===== config.mk =====
export PLATFORM = sky130hd
export DESIGN_NAME = multicycle_ctrl
export DESIGN_NICKNAME = d
export VERILOG_FILES = /design/src/rtl/multicycle_ctrl_pkg.sv /design/src/rtl/multicycle_ctrl_decode.sv /design/src/rtl/multicycle_ctrl.sv
export SDC_FILE = /design/constraint.sdc
export NUM_CORES = 1
export LEC_CHECK = 0
export ABC_AREA = 1
export BUFFER_PORTS_ARGS = -buffer_cell sky130_fd_sc_hd__buf_2
export CORE_ASPECT_RATIO = 0.8
export CORE_MARGIN = 8
export CORE_UTILIZATION = 53
export DETAILED_ROUTE_END_ITERATION = 8
export GPL_TIMING_DRIVEN = 0
export PLACE_DENSITY_LB_ADDON = 0.1
export SLEW_MARGIN = 20
export SYNTH_ARGS = -nofsm -noshare
export SYNTH_HDL_FRONTEND = slang
export SYNTH_SLANG_ARGS = --single-unit

===== constraint.sdc =====
create_clock -name clk -period 3.6 [get_ports clk]
set_clock_uncertainty 0.1 [all_clocks]
set_input_delay 0.36 -clock clk [delete_from_list [all_inputs] [get_ports clk]]
set_output_delay 0.36 -clock clk [all_outputs]
set_load 0.01 [all_outputs]

===== src/rtl/multicycle_ctrl_pkg.sv =====
// riscv_ctrl_pkg: shared encodings for the RV32I multi-cycle control path.
// Holds the sequencer state enum, the base opcode constants, the opcode
// class used inside the controller, and the select encodings for the
// immediate generator, PC mux, write-back mux and ALU op decoder.
// The datapath and immediate generator import the same definitions, so an
// encoding change here is seen by every block at once.
package riscv_ctrl_pkg;

    typedef enum logic [3:0] {
        FETCH   = 4'd0,
        DECODE  = 4'd1,
        EXEC    = 4'd2,
        ALU_WB  = 4'd3,
        ADDR    = 4'd4,
        MEM_RD  = 4'd5,
        LOAD_WB = 4'd6,
        MEM_WR  = 4'd7,
        BRANCH  = 4'd8,
        JUMP    = 4'd9,
        LUI_WB  = 4'd10,
        TRAP    = 4'd11
    } state_t;

    // Instruction class, captured in DECODE. CLS_NONE doubles as the reset
    // value and the class of an unknown opcode.
    typedef enum logic [3:0] {
        CLS_NONE   = 4'd0,
        CLS_R      = 4'd1,
        CLS_IALU   = 4'd2,
        CLS_AUIPC  = 4'd3,
        CLS_LOAD   = 4'd4,
        CLS_STORE  = 4'd5,
        CLS_BRANCH = 4'd6,
        CLS_JAL    = 4'd7,
        CLS_JALR   = 4'd8,
        CLS_LUI    = 4'd9
    } op_class_t;

    localparam logic [6:0] OP_R      = 7'b0110011;
    localparam logic [6:0] OP_IALU   = 7'b0010011;
    localparam logic [6:0] OP_AUIPC  = 7'b0010111;
    localparam logic [6:0] OP_LOAD   = 7'b0000011;
    localparam logic [6:0] OP_STORE  = 7'b0100011;
    localparam logic [6:0] OP_BRANCH = 7'b1100011;
    localparam logic [6:0] OP_JAL    = 7'b1101111;
    localparam logic [6:0] OP_JALR   = 7'b1100111;
    localparam logic [6:0] OP_LUI    = 7'b0110111;

    localparam logic [2:0] IMM_I = 3'b000;
    localparam logic [2:0] IMM_S = 3'b001;
    localparam logic [2:0] IMM_B = 3'b010;
    localparam logic [2:0] IMM_J = 3'b011;
    localparam logic [2:0] IMM_U = 3'b100;

    localparam logic [1:0] PC_PLUS4  = 2'b00;
    localparam logic [1:0] PC_OLDIMM = 2'b01;
    localparam logic [1:0] PC_JALR   = 2'b10;

    localparam logic [1:0] WB_ALU  = 2'b00;
    localparam logic [1:0] WB_LOAD = 2'b01;
    localparam logic [1:0] WB_PC4  = 2'b10;
    localparam logic [1:0] WB_IMM  = 2'b11;

    localparam logic [1:0] ALU_ADD   = 2'b00;
    localparam logic [1:0] ALU_CMP   = 2'b01;
    localparam logic [1:0] ALU_FUNCT = 2'b10;

endpackage


===== src/rtl/multicycle_ctrl_decode.sv =====
// ctrl_opcode_decode: purely combinational opcode classifier.
// Ports:
//   opcode   in  7  IR[6:0]
//   op_class out 4  instruction class (CLS_NONE when unknown)
//   imm_sel  out 3  immediate format for this opcode (I encoding when unknown)
//   legal    out 1  opcode is one of the supported RV32I base opcodes
module ctrl_opcode_decode
    import riscv_ctrl_pkg::*;
(
    input  logic [6:0] opcode,
    output op_class_t  op_class,
    output logic [2:0] imm_sel,
    output logic       legal
);

    // Map each base opcode to its class and immediate format. R-type has no
    // immediate and shares the all-zero I encoding with unknown opcodes.
    always_comb begin
        op_class = CLS_NONE;
        imm_sel  = IMM_I;
        legal    = 1'b1;
        case (opcode)
            OP_R:      op_class = CLS_R;
            OP_IALU:   op_class = CLS_IALU;
            OP_AUIPC:  begin op_class = CLS_AUIPC;  imm_sel = IMM_U; end
            OP_LOAD:   op_class = CLS_LOAD;
            OP_STORE:  begin op_class = CLS_STORE;  imm_sel = IMM_S; end
            OP_BRANCH: begin op_class = CLS_BRANCH; imm_sel = IMM_B; end
            OP_JAL:    begin op_class = CLS_JAL;    imm_sel = IMM_J; end
            OP_JALR:   op_class = CLS_JALR;
            OP_LUI:    begin op_class = CLS_LUI;    imm_sel = IMM_U; end
            default:   legal = 1'b0;
        endcase
    end

endmodule


===== src/rtl/multicycle_ctrl.sv =====
// multicycle_ctrl: FETCH/DECODE/EXEC/MEM/WB sequencer for the RV32I core.
// Ports:
//   clk, rst            clock (rising edge), synchronous active-high reset
//   opcode              IR[6:0], looked at only in DECODE
//   branch_taken        comparator result, used only in BRANCH
//   mem_ready           memory completion, used only in FETCH/MEM_RD/MEM_WR
//   imm_sel             registered immediate format, updated leaving DECODE
//   ir_write, pc_write, pc_src             IR/PC update controls
//   mem_read, mem_write                    memory requests, held until ready
//   alu_src_a, alu_src_b, alu_op           ALU operand/op selects
//   reg_write, wb_sel                      register write-back controls
//   instr_done, illegal_instr              end-of-instruction pulses
module multicycle_ctrl
    import riscv_ctrl_pkg::*;
(
    input  logic       clk,
    input  logic       rst,
    input  logic [6:0] opcode,
    input  logic       branch_taken,
    input  logic       mem_ready,
    output logic [2:0] imm_sel,
    output logic       ir_write,
    output logic       pc_write,
    output logic [1:0] pc_src,
    output logic       mem_read,
    output logic       mem_write,
    output logic       alu_src_a,
    output logic       alu_src_b,
    output logic [1:0] alu_op,
    output logic       reg_write,
    output logic [1:0] wb_sel,
    output logic       instr_done,
    output logic       illegal_instr
);

    state_t     state, next_state;
    op_class_t  cls_q, dec_class;
    logic [2:0] imm_q, dec_imm;
    logic       dec_legal;

    ctrl_opcode_decode u_decode (
        .opcode   (opcode),
        .op_class (dec_class),
        .imm_sel  (dec_imm),
        .legal    (dec_legal)
    );

    // State register plus the per-instruction class and immediate format,
    // both captured only on the edge leaving DECODE so they stay stable for
    // the remainder of the instruction and through the next FETCH/DECODE.
    always_ff @(posedge clk) begin
        if (rst) begin
            state <= FETCH;
            cls_q <= CLS_NONE;
            imm_q <= IMM_I;
        end else begin
            state <= next_state;
            if (state == DECODE) begin
                cls_q <= dec_class;
                imm_q <= dec_imm;
            end
        end
    end

    // Reset forces the visible format to zero in the same cycle, matching
    // the rest of the outputs which are all silenced while rst is high.
    assign imm_sel = rst ? IMM_I : imm_q;

    // Next-state and Moore output decode. Only FETCH/MEM_RD/MEM_WR look at
    // mem_ready and only BRANCH looks at branch_taken, so a stray ready or
    // comparator pulse elsewhere has no effect.
    always_comb begin
        next_state    = state;
        ir_write      = 1'b0;
        pc_write      = 1'b0;
        pc_src        = PC_PLUS4;
        mem_read      = 1'b0;
        mem_write     = 1'b0;
        alu_src_a     = 1'b0;
        alu_src_b     = 1'b0;
        alu_op        = ALU_ADD;
        reg_write     = 1'b0;
        wb_sel        = WB_ALU;
        instr_done    = 1'b0;
        illegal_instr = 1'b0;

        case (state)
            FETCH: begin
                mem_read = 1'b1;
                if (mem_ready) begin
                    ir_write   = 1'b1;
                    pc_write   = 1'b1;
                    next_state = DECODE;
                end
            end
            DECODE: begin
                if (!dec_legal) begin
                    next_state = TRAP;
                end else begin
                    case (dec_class)
                        CLS_R, CLS_IALU, CLS_AUIPC: next_state = EXEC;
                        CLS_LOAD, CLS_STORE:        next_state = ADDR;
                        CLS_BRANCH:                 next_state = BRANCH;
                        CLS_JAL, CLS_JALR:          next_state = JUMP;
                        CLS_LUI:                    next_state = LUI_WB;
                        default:                    next_state = TRAP;
                    endcase
                end
            end
            EXEC: begin
                alu_op = ALU_FUNCT;
                if (cls_q == CLS_AUIPC) begin
                    alu_src_a = 1'b1;
                    alu_src_b = 1'b1;
                    alu_op    = ALU_ADD;
                end else if (cls_q == CLS_IALU) begin
                    alu_src_b = 1'b1;
                end
                next_state = ALU_WB;
            end
            ALU_WB: begin
                reg_write  = 1'b1;
                wb_sel     = WB_ALU;
                instr_done = 1'b1;
                next_state = FETCH;
            end
            ADDR: begin
                alu_src_b  = 1'b1;
                alu_op     = ALU_ADD;
                next_state = (cls_q == CLS_STORE) ? MEM_WR : MEM_RD;
            end
            MEM_RD: begin
                mem_read = 1'b1;
                if (mem_ready) next_state = LOAD_WB;
            end
            LOAD_WB: begin
                reg_write  = 1'b1;
                wb_sel     = WB_LOAD;
                instr_done = 1'b1;
                next_state = FETCH;
            end
            MEM_WR: begin
                mem_write = 1'b1;
                if (mem_ready) begin
                    instr_done = 1'b1;
                    next_state = FETCH;
                end
            end
            BRANCH: begin
                alu_op     = ALU_CMP;
                pc_src     = PC_OLDIMM;
                pc_write   = branch_taken;
                instr_done = 1'b1;
                next_state = FETCH;
            end
            JUMP: begin
                reg_write  = 1'b1;
                wb_sel     = WB_PC4;
                pc_write   = 1'b1;
                pc_src     = (cls_q == CLS_JALR) ? PC_JALR : PC_OLDIMM;
                instr_done = 1'b1;
                next_state = FETCH;
            end
            LUI_WB: begin
                reg_write  = 1'b1;
                wb_sel     = WB_IMM;
                instr_done = 1'b1;
                next_state = FETCH;
            end
            TRAP: begin
                illegal_instr = 1'b1;
                next_state    = FETCH;
            end
            default: next_state = FETCH;
        endcase

        // While reset is held every control line is quiet, which also drops
        // any outstanding memory request without owing a handshake.
        if (rst) begin
            ir_write      = 1'b0;
            pc_write      = 1'b0;
            pc_src        = PC_PLUS4;
            mem_read      = 1'b0;
            mem_write     = 1'b0;
            alu_src_a     = 1'b0;
            alu_src_b     = 1'b0;
            alu_op        = ALU_ADD;
            reg_write     = 1'b0;
            wb_sel        = WB_ALU;
            instr_done    = 1'b0;
            illegal_instr = 1'b0;
        end
    end

endmodule


After elaboration in Yosys (flattened, before gate mapping):

Memories as Yosys holds them, arrays and structs flattened.
Cells that the tools add are included.

* equality and inequality tests: 27
* multiplexer cells: 40
* reduce and logical (&&, ||, !) cells: 7

Operators by type and width (count)
* 4-bit case mux with 9 select lines: 1
* 4-bit case mux with 6 select lines: 1
* 7-bit by 6-bit equality test with 1-bit output (second input constant): 3
* 7-bit equality test (second input constant): 3
* 4-bit by 3-bit equality test with 1-bit output (second input constant): 5
* 4-bit equality test (second input constant): 5
* 1-bit 2-to-1 mux: 20
* 4-bit by 2-bit equality test with 1-bit output (second input constant): 4
* 4-bit 2-to-1 mux: 4
* 7-bit by 5-bit equality test with 1-bit output (second input constant): 2
* 2-bit 2-to-1 mux: 6
* 3-bit case mux with 4 select lines: 1
* 9-bit OR reduction: 1
* 2-bit case mux with 2 select lines: 2
* 7-bit by 2-bit equality test with 1-bit output (second input constant): 1
* 2-bit != test (second input constant): 3
* 2-bit case mux with 3 select lines: 1
* 5-bit OR reduction: 1
* 4-bit by 1-bit equality test with 1-bit output (second input constant): 1
* 4-bit logical NOT: 1
* 1-bit case mux with 2 select lines: 2
* 2-bit OR reduction: 2
* 4-bit OR reduction: 1
* 3-bit 2-to-1 mux: 1
* 2 further kinds: 2

* register bits after elaboration: 11
* memory bits (read-only): 64
* input bits: 11
* output and inout bits: 18
* logic and storage cells: 78
* memories: 1

Memories
* (name not given): depth 16, width 4, read ports 1, clocked after memory_dff 0, wr ports 0, RTL line multicycle_ctrl.sv:100 `case (dec_class)`

Depth between registers and ports, before layout:

Gate-level depths: netlist of the first run.

* word-level depth: 5
* gate-level depth with buffers: 9
* mapped depth without buffers: 9

Modules after synthesis:

A second synthesis of the first run with hierarchy kept.

* cells, all modules: 173
* area total of the unflattened synthesis: 984.7 um2

Modules (own cells, without submodules)
* multicycle_ctrl: times used 1, cells an instance 132, area each 788.3 um2, seq. area each 220.2 um2
* ctrl_opcode_decode: times used 1, cells an instance 41, area each 196.4 um2, seq. area each 0.0 um2

Least setup slack after synthesis of the first run:

Ideal clock, no wire load.

* kind: register to output
* from: register state[3]
* to: output instr_done
* arrival time: 1.147 ns
* data required time: 3.140 ns
* path slack: 1.993 ns
* cell stages (with the launch flop): 6
* path buffers: 0
* path through: dfxtp_1 > inv_1 > nor2_1 > nand2_1 > o2111a_1 > a31oi_1

* cells in the longest elaborated chain, start to end: 4
* elaborated cells between the ends (all ways): 9
* classes of those cells: eq/ne: 6; mux: 2; reduce/logical: 1

Ends and longest elaborated chain
* start, declared: RTL line multicycle_ctrl.sv:36 `state_t state, next_state;`
* start signal, assigned: RTL line multicycle_ctrl.sv:57 `state <= next_state;`
* 4-bit equality test, or another cell as far along: RTL line multicycle_ctrl.sv:87 `case (state)`
* 5-bit OR reduction (no source line)
* 1-bit case mux with 2 select lines (*): RTL line multicycle_ctrl.sv:87
* 1-bit 2-to-1 mux (*): RTL line multicycle_ctrl.sv:179 `if (rst) begin`
* end, declared: RTL line multicycle_ctrl.sv:32 `output logic instr_done,`

Mark *: on every way between the ends. The rest lies on a longest branch, timed or not.

Worst setup path after layout of the first run:

Ends and elaborated chain as after synthesis.

==> flow_summary.json, run 1 <==
{
  "status": "finished clean",
  "fin_tns_setup_ps": 0,
  "critical-path-slowest-cell": "dfxtp_1",
  "die_w_um": 62.6,
  "hpwl_um": 2050,
  "cpPeakStageDelay_ps": 400,
  "htreeDepth": 1,
  "grt_pass1_vias": 987,
  "grt_start_max_net_pins": 11,
  "drt_iter0_drc": 37,
  "vias": 1092,
  "post_drt_via_cell_ratio": 5.35,
  "synth_area_per_cell_sq_um": 6.10,
  "design.core.area_sq_um": 1630,
  "cts_setup_buffers": 0,
  "die_y_um": 53.3,
  "hold_viol": 0,
  "critPathMaxFanout": 5,
  "cts_tree": "built",
  "fp.dieArea_sq_um": 3340,
  "synth_nets": 162,
  "hold_buffers": 0,
  "slew_violations": 0,
  "rsz0062_at_grt": "false",
  "ir_drop_mv": 0.420,
  "tightest_slew_ps": 517,
  "antenna_found_initial": 0,
  "drc": 0,
  "area_delta_synth_final_pct": 20.5,
  "path_clk_slew_ps": 70,
  "ctsResizeCount": 0,
  "initial_core_util_pct": 56.6,
  "arrival_ps": 1710,
  "port_buffers": 27,
  "cts_max_path_buffers": 2,
  "synthArstFlopShare_pct": 0,
  "fin_nets": 194,
  "cap_violations": 0,
  "power_density_nw_per_um2": 656,
  "synthesis.area_sq_um": 921,
  "worstPathCellList": "inv_1 -> nor2_1 -> nand2_1 -> o2111a_1 -> a31oi_1 -> buf_2",
  "hp-class": "in2reg",
  "n_fill_cell": 173,
  "period_minus_slack_ps": 2170,
  "cp.required_ps": 3140,
  "drive_above_1_share_pct": 27.5,
  "synth_edf_count": 0,
  "num_rows": 13,
  "worstSetupPathType": "reg2out",
  "power_leakage_nw": 0.549,
  "maxSlewHeadroom_pct": 65.5,
  "grtUsageTotal_pct": 15.6,
  "antenna_left": 0,
  "ys_warn_count": 0,
  "diodes": 0,
  "fmax_mhz": 460,
  "place_congestion": 0.913,
  "first_pass_iters": 4,
  "worst_setup_path_end_kind": "primary output",
  "synthFlopType": "dfxtp_1",
  "synth_cell_type_count": 31,
  "startpoint_type": "flip-flop",
  "finalWirelength_um": 2530,
  "cts_sinks": 11,
  "crit_family": "simple AND/OR/NAND/NOR gates",
  "critPathBufInv": 2,
  "cts.root.buffer_cell": "clkbuf_4",
  "min_period_over_period_pct": 60.4,
  "cts_buffers": 3,
  "final_cells": 204,
  "overflow": 0,
  "insertion_delay_ps": 270,
  "io_pins": 29,
  "ys_seq_elements": 11,
  "grt_pass1_wl_um": 4240,
  "place_inst": 200,
  "yosysSeqAreaShare_pct": 23.9,
  "wl_per_cell_um": 12.4,
  "setup_violations": 0,
  "synthCells": 151
}
## cells in the final DEF (no fill, tap or decap), types with 2 or more instances in the layout
master and instances:
nor2_1 25, nor3_1 6, inv_1 19, nor2_4 3, nor4_1 2, o21ai_0 4, nand4_1 4, buf_2 27
a21oi_1 9, nand3_1 8, clkbuf_4 3, nor2_2 2, dfxtp_1 11, inv_2 7, a31oi_1 4, a211oi_1 3
clkbuf_1 4, o21ai_1 3, nand2_1 24
## final timing paths
path         cells past startpoint          to  slack [ps]  startpoint
max                              6  instr_done        1430    state[3]
min                              2    cls_q[0]         340         rst
max reg2reg                      8    state[1]        2040    state[0]
min reg2reg                      2    imm_q[0]         410    imm_q[0]
## metal layers
metal	up-vias	GRT usage (%)	wire length [um]
li1	565	-	-
met5	-	0	0
met1	484	19.0	1220
met3	6	7.58	217
met2	37	24.0	1050
met4	0	4.53	42
## Yosys cell counts (2+ instances only)
cell / count / area (sq um)
a211oi_1: 3 / 22.5
a21oi_1: 9 / 45.0
a31oi_1: 4 / 25.0
clkbuf_1: 3 / 11.3
dfxtp_1: 11 / 220
inv_1: 19 / 71.3
inv_2: 7 / 26.3
nand2_1: 24 / 90.1
nand3_1: 8 / 40.0
nand4_1: 4 / 25.0
nor2_1: 25 / 93.8
nor2_2: 2 / 12.5
nor2_4: 3 / 33.8
nor3_1: 6 / 30.0
nor4_1: 2 / 12.5
o21ai_0: 4 / 20.0
o21ai_1: 3 / 15.0
## state kept, by name (all words and copies together), names as in the netlist
signal  flops
cls_q       4
state       4
imm_q       3
## where the power goes
group	internal (mW)	total, mW	switching, mW
logic	0.158	0.435	0.276
registers	0.170	0.208	0.0379
clock network	0.0430	0.0859	0.0429
## cell type report
| class | instances | area [sq um] | share of cell area [%] |
|---|---|---|---|
| inverters | 27 | 104 | 9.36 |
| multi-input cells | 109 | 578 | 52.1 |
| clock buffers | 4 | 26.3 | 2.37 |
| plain buffers | 4 | 18.8 | 1.69 |
| flip-flops and latches | 11 | 220 | 19.8 |
| well taps | 22 | 27.5 | 2.48 |
| repair buffers | 27 | 135 | 12.2 |
## logic make-up (layout without fill, tap and decap cells)
kind of cell	after synthesis	after routing	share of synthesized area, %
DFF	11	11	23.9
and+or+nand+nor	78	78	41.3
buffers and inverters	31	62	13.3
AOI/OAI and AO/OA	31	31	21.5
## stage by stage
| step | setup slack (ps) | util, % | instance area (sq um) | hold WS, ps | power (mW) |
|---|---|---|---|---|---|
| finish | 1430 | 68.2 | 1110 | 338 | 0.728 |
| global route | 1300 | 68.2 | 1110 | 365 | 0.796 |
| CTS | 1440 | 68.2 | 1110 | 331 | 0.730 |
| detailed placement | 1750 | 66.6 | 1080 | 398 | 0.641 |
| global placement | 1800 | 66.6 | 1080 | 383 | 0.630 |
| floorplan | 1990 | - | 921 | 365 | 0.541 |
No activity file was read; power rests on OpenSTA's default activity.
==> inputs of run 2 (changes only) <==
--- a/config.mk
+++ b/config.mk
@@ -5,11 +5,11 @@
 export SDC_FILE = /design/constraint.sdc
 export NUM_CORES = 1
 export LEC_CHECK = 0
-export ABC_AREA = 1
+export ABC_AREA = 0
 export BUFFER_PORTS_ARGS = -buffer_cell sky130_fd_sc_hd__buf_2
 export CORE_ASPECT_RATIO = 0.8
 export CORE_MARGIN = 8
-export CORE_UTILIZATION = 53
+export CORE_UTILIZATION = 44
 export DETAILED_ROUTE_END_ITERATION = 8
 export GPL_TIMING_DRIVEN = 0
 export PLACE_DENSITY_LB_ADDON = 0.1
==> constraint.sdc (replaced) <==
create_clock -name clk -period 1.98 [get_ports clk]
set_clock_uncertainty 0.1 [all_clocks]
set_input_delay 0.198 -clock clk [delete_from_list [all_inputs] [get_ports clk]]
set_output_delay 0.198 -clock clk [all_outputs]
set_load 0.01 [all_outputs]
==> run 2 against run 1 <==
  * Die area up 11%
  * Sequential power up 42%
  * Combinational power up 18%
  * Cell area up 0.68%
  * Global-route usage down 1.2 points
  * Worst setup slack worse by 1400 ps
==> flow_summary.json, run 2 <==
{
  "initial_core_util_pct": 46.6,
  "synthTopCellsByArea": "dfxtp_1 25%, nor2_1 6.4%, a21oi_1 5.1%",
  "port_buffers": 26,
  "synth_area_per_cell_sq_um": 7.10,
  "first_pass_iters": 4,
  "drt_iter0_drc": 43,
  "arrival_ps": 1620,
  "design_area_sq_um": 1120,
  "cts_max_path_buffers": 2,
  "critical-path-slowest-cell": "or3_4",
  "min_period_over_period_pct": 96.6,
  "layout_commonest_cell": "buf_2",
  "grt_pass1_wl_um": 4350,
  "p_int_uw": 539,
  "worst_setup_path_end_kind": "primary output",
  "synthArstFlopShare_pct": 0,
  "worstPathCellList": "clkbuf_2 -> nand2_1 -> or3_4 -> a21oi_1 -> buf_2",
  "num_rows": 14,
  "period_minus_slack_ps": 1910,
  "cts_tree": "built",
  "slew_violations": 0,
  "cts_buffers": 3,
  "htreeDepth": 1,
  "multi_input_area_sq_um": 629,
  "antenna_left": 0,
  "setup_violations": 0,
  "clockPowerShare_pct": 16.4,
  "drive_above_1_share_pct": 27.9,
  "synth_top_area_share_pct": 25.0,
  "wl_per_cell_um": 14.6,
  "crit_start": "state[3]",
  "place_inst": 174,
  "area_delta_synth_final_pct": 26.8,
  "synth_edf_count": 0,
  "critPathBufInv": 2,
  "cap_violations": 0,
  "antenna_found_initial": 0,
  "power_density_nw_per_um2": 867,
  "insertion_delay_ps": 280,
  "critPathMaxFanout": 10,
  "ir_drop_mv": 0.711,
  "fin_nets": 166,
  "cts.root.buffer_cell": "clkbuf_4",
  "vias": 1034,
  "power_leakage_nw": 0.438,
  "final_cells": 178,
  "ctsResizeCount": 6,
  "synth_top_cell_by_area": "dfxtp_1",
  "fmax_mhz": 523,
  "hold_viol": 0,
  "worstHoldStart": "rst",
  "ys_top_cells_by_count": "15 x nor2_1, 11 x clkbuf_1, 11 x dfxtp_1, 9 x a21oi_1, 9 x nand2_1",
  "ys_warn_count": 0,
  "hpwl_um": 1890,
  "seqCellArea_sq_um": 223,
  "synth_cell_type_count": 33,
  "regToRegStartpoint": "state[0]",
  "ys_seq_elements": 11,
  "startpoint_type": "flip-flop",
  "place_congestion": 0.821,
  "maxSlewHeadroom_pct": 65.8,
  "yosysSeqAreaShare_pct": 25.0,
  "synthCells": 124,
  "synth_nets": 135,
  "post_drt_via_cell_ratio": 5.81,
  "die_y_um": 56.0,
  "largestRegisters": "cls_q x4, state x4, imm_q x3",
  "cpPeakStageDelay_ps": 360,
  "fp.dieArea_sq_um": 3700,
  "dpl-instance-area_sq_um": 1040,
  "overflow": 0,
  "diodes": 0,
  "path_clk_slew_ps": 70,
  "status": "finished clean",
  "cts_setup_buffers": 0,
  "tightest_slew_ps": 512,
  "p_comb_share_pct": 53.0,
  "holdWs_ps": 225,
  "n_fill_cell": 205,
  "io_pins": 29,
  "grt_start_max_net_pins": 11,
  "p_switching_uw": 430,
  "final_cell_mix": "26 x buf_2, 15 x nor2_1, 9 x nand2_1, 9 x a21oi_1, 9 x dfxtp_1",
  "worstSetupPathType": "reg2out",
  "finalWirelength_um": 2610,
  "synthesis.area_sq_um": 881,
  "p_seq_share_pct": 30.6,
  "grtUsageTotal_pct": 14.4,
  "switching_share_pct": 44.4,
  "crit_family": "simple AND/OR/NAND/NOR gates",
  "fin_util_pct": 59.1,
  "die_w_um": 66.0,
  "hp-class": "in2reg",
  "cts_sinks": 11,
  "design.core.area_sq_um": 1890,
  "hold_buffers": 0,
  "synthFlopType": "dfxtp_1",
  "drc": 0,
  "yosysMostFrequentCell": "nor2_1",
  "cp.required_ps": 1680,
  "grt_pass1_vias": 956
}
run 2: power by group through the flow:
| stage | registers [mW] | logic, mW | clock network, mW |
|---|---|---|---|
| 2_1_floorplan | 0.283 | 0.348 | 0 |
| 4_1_cts | 0.291 | 0.486 | 0.165 |
| 3_5_place_dp | 0.296 | 0.471 | 0 |
| 6_report | 0.296 | 0.513 | 0.159 |
| 3_3_place_gp | 0.298 | 0.465 | 0 |
| 5_1_grt | 0.303 | 0.570 | 0.174 |
run 2: area by class of cell:
cell class | instances | area share, %
Multi-Input combinational cell | 97 | 56.3
Sequential cell | 11 | 19.9
Timing Repair Buffer | 26 | 11.6
Buffer | 11 | 4.93
Tap cell | 24 | 2.69
Clock buffer | 4 | 2.35
Inverter | 5 | 2.13
run 2: worst paths after layout:
kind,endpoint,slack (ps),cells past startpoint
setup reg to reg,imm_q[1],110,4
setup / recovery,pc_src[0],70,5
hold reg to reg,imm_q[1],350,2
hold / removal,state[3],220,3
run 2: per-stage QoR:
stage | total power [mW] | setup TNS [ps] | setup slack [ps]
finish | 0.969 | 0 | 66.9
floorplan | 0.632 | 0 | 186
global placement | 0.763 | 0 | 15.1
global route | 1.05 | -32.3 | -32.3
detailed placement | 0.768 | 0 | 21.8
CTS | 0.941 | 0 | 5.71
run 2: worst min-delay path: stages:
cell and delay [ps]:
buf_2 150, nor2_1 90, o41a_1 110
run 2: cell families after synthesis:
| kind of cell | share of synthesized area (%) |
|---|---|
| buffers and inverters | 6.82 |
| flip-flops | 25.0 |
| AO/OA/AOI/OAI | 26.7 |
| AND/OR/NAND/NOR | 34.2 |
| multiplexers | 1.28 |
| XOR/XNOR | 5.97 |
run 2: layer usage:
layer | share of wire, % | vias to the layer above | GRT usage, %
met5 | 0 | - | 0
met4 | 0.42 | 0 | 1.82
met3 | 5.9 | 2 | 5.03
met2 | 44 | 30 | 22.1
met1 | 49 | 478 | 19.2
li1 | - | 524 | -
==> inputs of run 3 (changes only) <==
--- a/config.mk
+++ b/config.mk
@@ -9,11 +9,12 @@
 export BUFFER_PORTS_ARGS = -buffer_cell sky130_fd_sc_hd__buf_2
 export CORE_ASPECT_RATIO = 0.8
 export CORE_MARGIN = 8
-export CORE_UTILIZATION = 44
+export CORE_UTILIZATION = 46
 export DETAILED_ROUTE_END_ITERATION = 8
 export GPL_TIMING_DRIVEN = 0
 export PLACE_DENSITY_LB_ADDON = 0.1
 export SLEW_MARGIN = 20
 export SYNTH_ARGS = -nofsm -noshare
 export SYNTH_HDL_FRONTEND = slang
+export SYNTH_HIERARCHICAL = 1
 export SYNTH_SLANG_ARGS = --single-unit
==> run 3 against run 2 <==
  * Worst hold slack worse by 63 ps
  * Sequential share of layout area is 2.0 points lower
  * Cell area is 11% higher
  * Wire length is 5.1% higher
  * Critical endpoint is now pc_write
  * Highest routed layer unchanged
==> flow_summary.json, run 3 <==
{
  "status": "finished clean",
  "grt_pass1_wl_um": 4570,
  "cap_violations": 0,
  "regToRegStartpoint": "state[3]",
  "cpPeakStageDelay_ps": 310,
  "hp-class": "in2reg",
  "design.core.area_sq_um": 2160,
  "synth_cell_type_count": 46,
  "synth_edf_count": 0,
  "crit_family": "simple AND/OR/NAND/NOR gates",
  "htreeDepth": 1,
  "post_drt_via_cell_ratio": 5.66,
  "initial_core_util_pct": 48.3,
  "fp.dieArea_sq_um": 4060,
  "tightest_slew_ps": 546,
  "hold_end": "imm_q[2]",
  "hold_viol": 0,
  "power_density_nw_per_um2": 560,
  "num_rows": 15,
  "pre_cts_ws_ps": -17.7,
  "synthCells": 146,
  "worst_setup_path_end_kind": "primary output",
  "cts_tree": "built",
  "die_w_um": 69.3,
  "drt_iter0_drc": 72,
  "vias": 1127,
  "synth_nets": 157,
  "r2r-end": "state[1]",
  "largestRegisters": "cls_q x4, state x4, imm_q x3",
  "insertion_delay_ps": 270,
  "critPathMaxFanout": 10,
  "slew_violations": 0,
  "cp.required_ps": 1680,
  "cts_setup_buffers": 0,
  "cts_max_path_buffers": 2,
  "rr_worst_depth": 3,
  "power_leakage_nw": 0.515,
  "fin_util_pct": 57.4,
  "diodes": 0,
  "critPathBufInv": 2,
  "arrival_ps": 1490,
  "synthTopCellsByArea": "dfxtp_1 21%, nand2_1 8.3%, a21oi_1 8.2%",
  "r2r_slack_ps": 570,
  "synth_area_per_cell_sq_um": 7.15,
  "antenna_found_initial": 0,
  "yosysMostFrequentCell": "nand2_1",
  "worstSetupPathType": "reg2out",
  "period_minus_slack_ps": 1790,
  "ir_drop_mv": 0.348,
  "ys_seq_elements": 11,
  "final_cell_mix": "28 x buf_2, 23 x nand2_1, 17 x a21oi_1",
  "critical-path-slowest-cell": "dfxtp_1",
  "port_buffers": 24,
  "yosysSeqAreaShare_pct": 21.1,
  "grt_start_max_net_pins": 11,
  "place_congestion": 0.839,
  "first_pass_iters": 4,
  "setup_ws_ps": 190,
  "worstPathCellList": "buf_2 -> nor3_2 -> and3_1 -> o21bai_1 -> buf_2",
  "path_clk_slew_ps": 70,
  "hold_buffers": 0,
  "antenna_left": 0,
  "hold_depth": 4,
  "rsz0062_at_grt": "false",
  "fmax_mhz": 559,
  "drc": 0,
  "synthesis.area_sq_um": 1040,
  "wl_per_cell_um": 13.8,
  "grt_pass1_vias": 1006,
  "synth_top_cell_by_area": "dfxtp_1",
  "hpwl_um": 2070,
  "drive_above_1_share_pct": 27.6,
  "cts.root.buffer_cell": "clkbuf_4",
  "min_period_over_period_pct": 90.4,
  "synthArstFlopShare_pct": 0,
  "setup_violations": 0,
  "ys_top_cells_by_count": "23 x nand2_1, 17 x a21oi_1, 14 x nor2_1, 11 x dfxtp_1, 6 x nor2b_1",
  "area_delta_synth_final_pct": 18.7,
  "worst_path_most_repeated_cell": "buf_2",
  "synthFlopType": "dfxtp_1",
  "fin_nets": 186,
  "io_pins": 29,
  "fin_tns_setup_ps": 0,
  "finalWirelength_um": 2740,
  "grtUsageTotal_pct": 13.0,
  "n_fill_cell": 210,
  "die_y_um": 58.6,
  "overflow": 0,
  "ys_warn_count": 6,
  "cts_sinks": 11,
  "worstHoldStart": "opcode[6]",
  "maxSlewHeadroom_pct": 63.3,
  "synth_top_area_share_pct": 21.1,
  "startpoint_type": "flip-flop",
  "cts_buffers": 3,
  "layout_commonest_cell": "buf_2"
}
[run 3: worst reg2reg max path: stages (launching register included)]
cell	delay, ps
dfxtp_2	370
nor4b_4	510
o211ai_2	160
a211oi_2	190
[run 3: layer usage]
| layer | up-vias | global-route usage, % | wire (um) |
|---|---|---|---|
| li1 | 574 | - | - |
| met1 | 521 | 17.8 | 1380 |
| met2 | 30 | 20.3 | 1220 |
| met3 | 2 | 3.52 | 127 |
| met4 | 0 | 1.75 | 9 |
| met5 | - | 0 | 0 |
[run 3: worst max-delay path by stage]
stage | startpoint | to | slack (ps) | cells past startpoint
final | state[0] | pc_write | 190 | 5
after global routing | state[0] | reg_write | 20 | 6
after CTS | state[0] | reg_write | 40 | 6
after detailed placement | opcode[1] | state[2] | -20 | 7
after global placement | opcode[2] | state[0] | -30 | 7
after floorplan | opcode[2] | state[0] | 160 | 7
[run 3: cell families after synthesis]
group | Yosys count | synth area share [%]
AO/OA/AOI/OAI | 39 | 26.3
XOR/XNOR | 4 | 3.36
buffers and inverters | 16 | 8.39
flip-flops | 11 | 21.1
AND/OR/NAND/NOR | 76 | 40.9
[run 3: stage by stage]
stage	std cells	power, mW	hold slack [ps]	cell area, sq um
global route	199	0.749	182	1240
global placement	195	0.536	339	1200
finish	199	0.693	162	1240
floorplan	146	0.468	332	1050
detailed placement	195	0.540	348	1200
CTS	199	0.690	154	1230
[run 3: report_power, final]
| group | internal, mW | total, mW | switching [mW] |
|---|---|---|---|
| registers | 0.235 | 0.254 | 0.0191 |
| clock network | 0.0780 | 0.149 | 0.0715 |
| logic | 0.117 | 0.290 | 0.173 |
| total | 0.430 | 0.693 | 0.264 |
[run 3: timing repair]
action                                 CTS  global route
endpoints found under the hold margin    0             0
setup endpoints to repair                0             5
resized for setup                        0             6
[run 3: area by class of cell]
type,instances,area (sq um),share of cell area [%]
sequential,11,223,18.0
inverter,5,18.8,1.52
clock buffer,4,26.3,2.12
buffer,11,72.6,5.86
multi-input combinational,119,747,60.3
timing repair buffer,24,120,9.70
tap,25,31.3,2.53
